==> config.mk <==
export PLATFORM = sky130hd
export DESIGN_NAME = exu_stage
export DESIGN_NICKNAME = d
export VERILOG_FILES = /design/src/rtl/exu_stage.sv
export SDC_FILE = /design/constraint.sdc
export NUM_CORES = 1
export LEC_CHECK = 0
export ABC_AREA = 0
export ABC_CLOCK_PERIOD_IN_PS = 6700
export CORE_UTILIZATION = 55
export DETAILED_ROUTE_END_ITERATION = 10
export PLACE_DENSITY = 0.83
export SYNTH_ARGS = -nofsm -noshare
export SYNTH_HDL_FRONTEND = slang
export SYNTH_SLANG_ARGS = --single-unit
==> constraint.sdc <==
create_clock -name clock -period 6.7 [get_ports clock]
set_input_delay 0.67 -clock clock [delete_from_list [all_inputs] [get_ports clock]]
set_output_delay 0.67 -clock clock [all_outputs]
set_load 0.1 [all_outputs]
==> src/rtl/exu_stage.sv <==
// Execute stage: applies the decoded ALU op, forms the LSU-bound bus and
// buffers it through a two-entry (main + skid) valid/ready stage. Jumps and
// taken branches raise a one-cycle front-end redirect pulse.
module exu_stage #(
  parameter int DEU_EXU_BUS_WIDTH = 196,
  parameter int EXU_LSU_BUS_WIDTH = 127
) (
  input  logic                         clock,
  input  logic                         reset,
  input  logic                         flush_i,
  input  logic                         in_valid_i,
  output logic                         in_ready_o,
  input  logic [DEU_EXU_BUS_WIDTH-1:0] deu_exu_bus_i,
  output logic                         out_valid_o,
  input  logic                         out_ready_i,
  output logic [EXU_LSU_BUS_WIDTH-1:0] exu_lsu_bus_o,
  output logic                         redirect_valid_o,
  output logic [31:0]                  redirect_pc_o
);

  // ALU operation encodings carried in the alu_op field
  localparam logic [2:0] ALU_ADD = 3'b000;
  localparam logic [2:0] ALU_SUB = 3'b001;
  localparam logic [2:0] ALU_SLL = 3'b010;
  localparam logic [2:0] ALU_SRA = 3'b011;
  localparam logic [2:0] ALU_SRL = 3'b100;
  localparam logic [2:0] ALU_AND = 3'b101;
  localparam logic [2:0] ALU_OR  = 3'b110;
  localparam logic [2:0] ALU_XOR = 3'b111;

  // Decoded input fields
  logic        in_excp_flush;
  logic        in_xret_flush;
  logic        in_break;
  logic [31:0] in_src1;
  logic [31:0] in_src2;
  logic [31:0] in_rs2_value;
  logic [2:0]  in_alu_op;
  logic        in_res_from_mem;
  logic        in_gr_we;
  logic        in_csr_we;
  logic [3:0]  in_mem_re;
  logic [3:0]  in_mem_we;
  logic [4:0]  in_rd;
  logic        in_jmp_flag;
  logic [11:0] in_csr_addr;
  logic [31:0] in_csr_wdata;
  logic        in_res_from_pre;
  logic [31:0] in_final_result;

  assign in_excp_flush   = deu_exu_bus_i[195];
  assign in_xret_flush   = deu_exu_bus_i[194];
  assign in_break        = deu_exu_bus_i[193];
  assign in_src1         = deu_exu_bus_i[192:161];
  assign in_src2         = deu_exu_bus_i[160:129];
  assign in_rs2_value    = deu_exu_bus_i[128:97];
  assign in_alu_op       = deu_exu_bus_i[96:94];
  assign in_res_from_mem = deu_exu_bus_i[93];
  assign in_gr_we        = deu_exu_bus_i[92];
  assign in_csr_we       = deu_exu_bus_i[91];
  assign in_mem_re       = deu_exu_bus_i[90:87];
  assign in_mem_we       = deu_exu_bus_i[86:83];
  assign in_rd           = deu_exu_bus_i[82:78];
  assign in_jmp_flag     = deu_exu_bus_i[77];
  assign in_csr_addr     = deu_exu_bus_i[76:65];
  assign in_csr_wdata    = deu_exu_bus_i[64:33];
  assign in_res_from_pre = deu_exu_bus_i[32];
  assign in_final_result = deu_exu_bus_i[31:0];

  // The 127-bit LSU bus has no slot for csr_wdata; it is reduced into a
  // named sink so that dropping it is a visible, deliberate choice.
  logic unused_csr_wdata;
  assign unused_csr_wdata = ^in_csr_wdata;

  // Storage state
  logic                         main_valid;
  logic                         skid_valid;
  logic [EXU_LSU_BUS_WIDTH-1:0] main_bus;
  logic [EXU_LSU_BUS_WIDTH-1:0] skid_bus;
  logic                         redirect_valid_q;
  logic [31:0]                  redirect_pc_q;

  // Datapath intermediates
  logic [31:0]                  alu_res;
  logic [4:0]                   shamt;
  logic [31:0]                  result;
  logic [EXU_LSU_BUS_WIDTH-1:0] out_word;

  // Handshake and steering controls
  logic accept;
  logic keep;
  logic drain;
  logic main_free;
  logic redirect_fire;
  logic main_valid_n;
  logic skid_valid_n;
  logic main_from_in;
  logic main_from_skid;
  logic skid_from_in;

  assign shamt = in_src2[4:0];

  // ALU: all arithmetic wraps mod 2^32, sra keeps the sign of src1
  always_comb begin
    alu_res = '0;
    case (in_alu_op)
      ALU_ADD: alu_res = in_src1 + in_src2;
      ALU_SUB: alu_res = in_src1 - in_src2;
      ALU_SLL: alu_res = in_src1 << shamt;
      ALU_SRA: alu_res = $unsigned($signed(in_src1) >>> shamt);
      ALU_SRL: alu_res = in_src1 >> shamt;
      ALU_AND: alu_res = in_src1 & in_src2;
      ALU_OR:  alu_res = in_src1 | in_src2;
      ALU_XOR: alu_res = in_src1 ^ in_src2;
      default: alu_res = '0;
    endcase
  end

  // Writeback selection and packing of the outgoing bus
  always_comb begin
    result   = in_res_from_pre ? in_final_result : alu_res;
    out_word = {in_excp_flush, in_xret_flush, in_break,
                in_res_from_mem, in_gr_we, in_csr_we,
                in_mem_re, in_mem_we, in_rd, in_csr_addr,
                result, alu_res, in_rs2_value};
  end

  // Ready is a pure function of the skid register, so it never depends
  // combinationally on out_ready_i.
  assign in_ready_o = ~skid_valid;

  // Inputs taken while a redirect pulse is out, or in a flush cycle, are
  // wrong-path: the handshake completes but nothing is stored.
  assign accept        = in_valid_i & in_ready_o;
  assign keep          = accept & ~redirect_valid_q & ~flush_i;
  assign drain         = main_valid & out_ready_i;
  assign main_free     = ~main_valid | drain;
  assign redirect_fire = keep & in_jmp_flag;

  // Steering: main refills from skid first so order stays FIFO; a new
  // input lands in main only when nothing older is waiting.
  always_comb begin
    main_valid_n   = main_valid;
    skid_valid_n   = skid_valid;
    main_from_in   = 1'b0;
    main_from_skid = 1'b0;
    skid_from_in   = 1'b0;
    if (main_free) begin
      if (skid_valid) begin
        main_from_skid = 1'b1;
        main_valid_n   = 1'b1;
        skid_from_in   = keep;
        skid_valid_n   = keep;
      end else begin
        main_from_in = keep;
        main_valid_n = keep;
      end
    end else if (keep) begin
      skid_from_in = 1'b1;
      skid_valid_n = 1'b1;
    end
  end

  // Occupancy and redirect flags; flush kills everything held
  always_ff @(posedge clock) begin
    if (reset) begin
      main_valid       <= 1'b0;
      skid_valid       <= 1'b0;
      redirect_valid_q <= 1'b0;
    end else if (flush_i) begin
      main_valid       <= 1'b0;
      skid_valid       <= 1'b0;
      redirect_valid_q <= 1'b0;
    end else begin
      main_valid       <= main_valid_n;
      skid_valid       <= skid_valid_n;
      redirect_valid_q <= redirect_fire;
    end
  end

  // Payload registers load only on a steering event and hold otherwise
  always_ff @(posedge clock) begin
    if (reset) begin
      main_bus <= '0;
      skid_bus <= '0;
    end else begin
      if (main_from_skid) begin
        main_bus <= skid_bus;
      end else if (main_from_in) begin
        main_bus <= out_word;
      end
      if (skid_from_in) begin
        skid_bus <= out_word;
      end
    end
  end

  // Redirect target is captured at accept with bit 0 cleared
  always_ff @(posedge clock) begin
    if (reset) begin
      redirect_pc_q <= '0;
    end else if (redirect_fire) begin
      redirect_pc_q <= alu_res & ~32'h1;
    end
  end

  // Output valid is masked in the reset cycle so no transfer completes
  // there even though the occupancy flag only clears at the edge.
  assign out_valid_o      = main_valid & ~reset;
  assign exu_lsu_bus_o    = main_bus;
  assign redirect_valid_o = redirect_valid_q;
  assign redirect_pc_o    = redirect_pc_q;

  // The skid entry is only ever occupied behind a held main entry
  a_skid_behind_main: assert property (
    @(posedge clock) disable iff (reset) skid_valid |-> main_valid);

  // A stalled output must not change until it is taken or flushed
  a_stall_stable: assert property (
    @(posedge clock) disable iff (reset)
    (out_valid_o && !out_ready_i && !flush_i) |=>
    (out_valid_o && $stable(exu_lsu_bus_o)));

endmodule

[After elaboration in Yosys (flattened, before gate mapping)]
Cells that the tools add are included.
Word-level totals
  bits in registers: 288
  bits in latches: 0
  bits in writable memories: 0
  ROM bits: 0
  input port bits: 201
  word-level logic and storage cells: 51
  memories: 0
Operators by class
  $add $sub $neg: 2
  multipliers: 0
  divide/modulo/power cells: 0
  $lt $le $gt $ge: 0
  eq/ne operators: 7
  shift-type cells: 3
  muxes and demuxes: 14
  bitwise gates (word level): 15
  reductions and logical operators: 4
Operator list (number)
  $pmux 32 s8: 1
  $mux 127: 2
  $add 32x32->32: 1
  $and 32x32->32: 1
  $mux 32: 1
  $or 32x32->32: 1
  $shl 32x5->32: 1
  $shr 32x5->32: 1
  $sshr 32x5->32: 1
  $sub 32x32->32: 1
  $xor 32x32->32: 1
  $eq 3x3->1 const B: 4
  $mux 1: 10
  $and 1x1->1: 6
  $eq 3x2->1 const B: 2
  $not 1->1: 5
  $reduce_bool 2->1: 2
  $eq 3x1->1 const B: 1
  $logic_not 3->1: 1
  $reduce_or 2->1: 1
  $or 1x1->1: 1

[Depth between registers and ports, before layout]
  word-level depth: 8
  mapped depth: 21

[Worst setup path before layout]
No wires, ideal clock.
  path type: input to register
  start point: input port deu_exu_bus_i[94]
  end point: register main_bus[90] (netlist: exu_lsu_bus_o[90])
  library setup time: 0.101 ns
  arrival time: 4.579 ns
  data required time: 6.599 ns
  slack: 2.020 ns
  stages on the path: 18
  path buffers: 5
  cell sequence: clkbuf_1 buf_2 buf_1 clkbuf_1 nand2_1 clkbuf_1 nor2_1 a21oi_1 fa_1 a211oi_1 nor3b_1 o31ai_1 and4b_1 o31a_1 xor2_1 o21ai_1 nor2_1 o41ai_1
Between the ends
  cells in the longest elaborated chain, start to end: 5
  elaborated cells between the ends (all ways): 12
  classes of those cells: 7 x eq/ne; 4 x mux; 1 x reduce/logical
RTL lines
  from (decl): line 13  | input logic [DEU_EXU_BUS_WIDTH-1:0] deu_exu_bus_i,
  $eq 3x3->1, or another cell as far along: line 106  | case (in_alu_op)
  $pmux 32 s8 *: line 106
  $mux 32 *: line 121  | result = in_res_from_pre ? in_final_result : alu_res;
  $mux 127 *: line 189  | end else if (main_from_in) begin
  $mux 127 *: line 187  | if (main_from_skid) begin
  to (signal assigned): line 188  | main_bus <= skid_bus;
  to (signal assigned): line 190  | main_bus <= out_word;
  to (decl): line 78  | logic [EXU_LSU_BUS_WIDTH-1:0] main_bus;
Every way passes the cells marked *; elsewhere a longest branch is shown, timed or not. The select of a mux whose other input is x is not followed.
A chain may end at the register's enable or synchronous reset.

[Worst setup path in the final report]
  start point: input port deu_exu_bus_i[135]
  end point: register main_bus[94] (netlist: exu_lsu_bus_o[94])
Between the ends
  cells in the longest elaborated chain, start to end: 5
  elaborated cells between the ends (all ways): 6
  classes of those cells: 2 x add/sub; 4 x mux
RTL lines (line)
  $sub 32x32->32 / $add 32x32->32 (equally long branches): 108, 107
  $pmux 32 s8 *: 106
  $mux 32 *: 121
  $mux 127 *: 189
  $mux 127 *: 187
Marked as above.

==> out/results.ini <==
[drt]
vias = 21270
wl_um = 77200
drc = 0
wire_per_inst_um = 23.95
first_pass_iters = 8
drt-initial-drc-count = 2523
vias_per_cell = 6.597
ant_nets = 0

[sta]
whs_ps = 450.7
hold_violations = 0
finalSetupTns_ps = 0
relSlewSlack = 0.2327
fin_ws_ps = 1033
finalCritPeriodShare = 0.8458
layout_min_cycle_time_ps = 5667
max_freq_ghz = 0.1765
grt_setup_unrepaired = false
setup_viol = 0
maxSlewViolCount = 0
fin_skew_ps = 10.99
worst_pin_slew_ps = 1147

[cts]
cts_setup_buffers = 0
cts-root-buf = clkbuf_16
htree_levels = 1
clkSlewWorstSetupHoldPaths_ps = 60
hold_buffers = 0
cts_tree = built
cts_buffer_depth = 3
cts_resized = 0
clk_latency_ps = 570
numCtsBuffers = 30
clock_sinks = 288

[setup_path]
startpoint_type = primary input
rr_startpoint = skid_valid
crit_start = deu_exu_bus_i[135]
path_class = in -> reg
critical_path.endpoint = exu_lsu_bus_o[94]
rrSetupSlack_ps = 3330
worst_ep_arrival_time_ps = 6080
rr_worst_depth = 7
reg2reg_to = skid_bus[67]
endpoint_kind = flip-flop
worstPathRequired_ps = 7110
crit_fanout = 8

[power]
power.switching_uw = 2025
ir_drop_uv = 281.6
comb_power_share = 0.338
intPower_uw = 3475
clockPowerShare = 0.330
leakage_uw = 0.009253
p_per_area_nw_per_um2 = 226.9
switching_share = 0.3682
p_seq_frac = 0.332
p_total_uw = 5501

[placement]
place_area_um2 = 23130
dpl.hpwl_um = 54630
io_buffer_count = 329
place_congestion = 1.015
dp_slack_ps = 719.0

[grt]
grt_util_met2 = 0.6392
first_global_vias = 19810
antenna_found_initial = 1
busiest_layer = met2
use_met3 = 0.08078
grt_pass1_wl_um = 114900
grt_max_degree = 97
track_usage = 0.4063
overflow = 0
use_met1 = 0.5246

[die]
ioPinCount = 363
rows = 68
core_area_um2 = 34880
die_w_um = 191.3
fp.dieH_um = 191.3
die_area_um2 = 36590
start_util = 0.5650

[status]
status = finished clean

[layout]
layout_commonest_cell = nand2_1
fin_nets = 3040
register_area_um2 = 5767
fill_cells = 2820
syn2layout_area_growth_pct = 22.98
multiInputGateArea_um2 = 12680
design_area_um2 = 24240
most-common-layout-cells = nand2_1, clkdlybuf4s50_1, dfxtp_1
drive_gt1_frac = 0.08318

[synthesis]
synth-seq-cells = 288
synthArstFlopShare = 0
yosys_most_used_dff = dfxtp_1
ys_types = 90
synth_top_area_cell = dfxtp_1
yosys-top-cells-area = dfxtp_1, nand2_1, mux4_2
synth_edf_count = 0
syn_nets = 2839
synth_warnings = 0
avgSynthCellArea_um2 = 7.759
synth_top_area_frac = 0.2926
ys_seq_area_frac = 0.2926
syn_area_um2 = 19710
synth_cells = 2540

[flow_run]
cap_violations = 0

[worst_hold_path]
worstHoldPathType = reg -> reg

state kept, by name, indices dropped and copies added (netlist names):
signal,cells
exu_lsu_bus_o,127
skid_bus,127
redirect_pc_o,31
main_valid,1
redirect_valid_o,1
skid_valid,1
layout make-up:
cell class                 instances  area share
antenna                            4   0.0004130
clock buffer                      40     0.03583
clock inverter                    16    0.009241
inverter                         103     0.01595
multi-input combinational       1929      0.5231
sequential                       288      0.2379
tap                              455     0.02349
timing repair buffer             389      0.1541
Yosys cell counts, types with 5 or more instances:
master / count
buf_1: 11
o211a_1: 6
a221o_1: 6
a21o_1: 12
mux4_2: 62
nor2_1: 258
xor2_1: 8
or3_1: 26
nor4_1: 5
nor3b_1: 5
o21ai_0: 115
a22oi_1: 16
o41ai_1: 7
inv_1: 98
dfxtp_1: 288
mux2_2: 20
o211ai_1: 42
o21a_1: 13
nor2b_1: 13
o22ai_1: 24
a221oi_1: 6
o221ai_1: 14
nand2b_1: 36
nand2_1: 422
ha_1: 97
and3_1: 6
nand4_1: 14
xnor2_1: 38
and2_1: 8
o31ai_1: 13
mux2i_1: 62
o21bai_1: 11
o21ai_1: 29
a311oi_1: 68
clkbuf_1: 176
buf_6: 6
a22o_1: 11
buf_2: 23
a31oi_1: 27
nand3_1: 30
a211oi_1: 32
o32ai_1: 8
a21oi_1: 223
nor3_1: 54
worst min path at each step:
stage                                  from                end  slack [ps]  depth (start not counted)
after floorplan                skid_bus[92]       skid_bus[92]         430                          2
after global placement         skid_bus[92]       skid_bus[92]         440                          2
after detailed placement       skid_bus[92]       skid_bus[92]         440                          2
after CTS                      skid_bus[92]       skid_bus[92]         450                          2
after global routing          skid_bus[126]      skid_bus[126]         470                          2
final                     exu_lsu_bus_o[55]  exu_lsu_bus_o[55]         450                          2
worst max-delay path, cell delays in order:
cell	delay [ps]
clkdlybuf4s50_1	490
or4_1	670
nor3_1	520
nand4_1	260
buf_4	220
or3_1	330
nor4_1	420
a31oi_1	180
xnor2_1	160
ha_1	420
inv_1	130
o21bai_1	80
a21oi_1	220
o31a_1	180
o21ai_0	90
a211oi_1	410
nand3_1	280
o211ai_1	270
a21oi_1	100
stage by stage:
stage / cells / util
2_1_floorplan: 2540 / -
3_3_place_gp: 3164 / 0.6632
3_5_place_dp: 3164 / 0.6632
4_1_cts: 3220 / 0.6945
5_1_grt: 3221 / 0.6946
6_report: 3224 / 0.6948
routing by layer:
| metal | part of all wire | vias up | routed length (um) |
|---|---|---|---|
| li1 | - | 9552 | - |
| met1 | 0.38 | 10030 | 29140 |
| met2 | 0.45 | 1427 | 34450 |
| met3 | 0.12 | 264 | 9076 |
| met4 | 0.059 | 0 | 4533 |
| met5 | 0 | - | 0 |
power groups by stage:
| stage | Sequential, uW | Combinational [uW] | Clock, uW |
|---|---|---|---|
| finish | 1830 | 1860 | 1810 |
| global route | 1830 | 1940 | 1890 |
| CTS | 1830 | 1820 | 1820 |
| detailed placement | 1860 | 1810 | 0 |
| global placement | 1860 | 1790 | 0 |
| floorplan | 2320 | 770 | 0 |
kinds of logic after synthesis:
logic type               Yosys count  synth area share
AO/OA/AOI/OAI                    740            0.2477
flip-flops                       288            0.2926
AND/OR/NAND/NOR                  899            0.1961
multiplexers                     145            0.1143
other                              1         0.0001903
buffers and inverters            323           0.06603
XOR/XNOR                          46           0.02044
adder cells (fa/ha/maj)           98           0.06260
(Power assumes the default switching activity.)
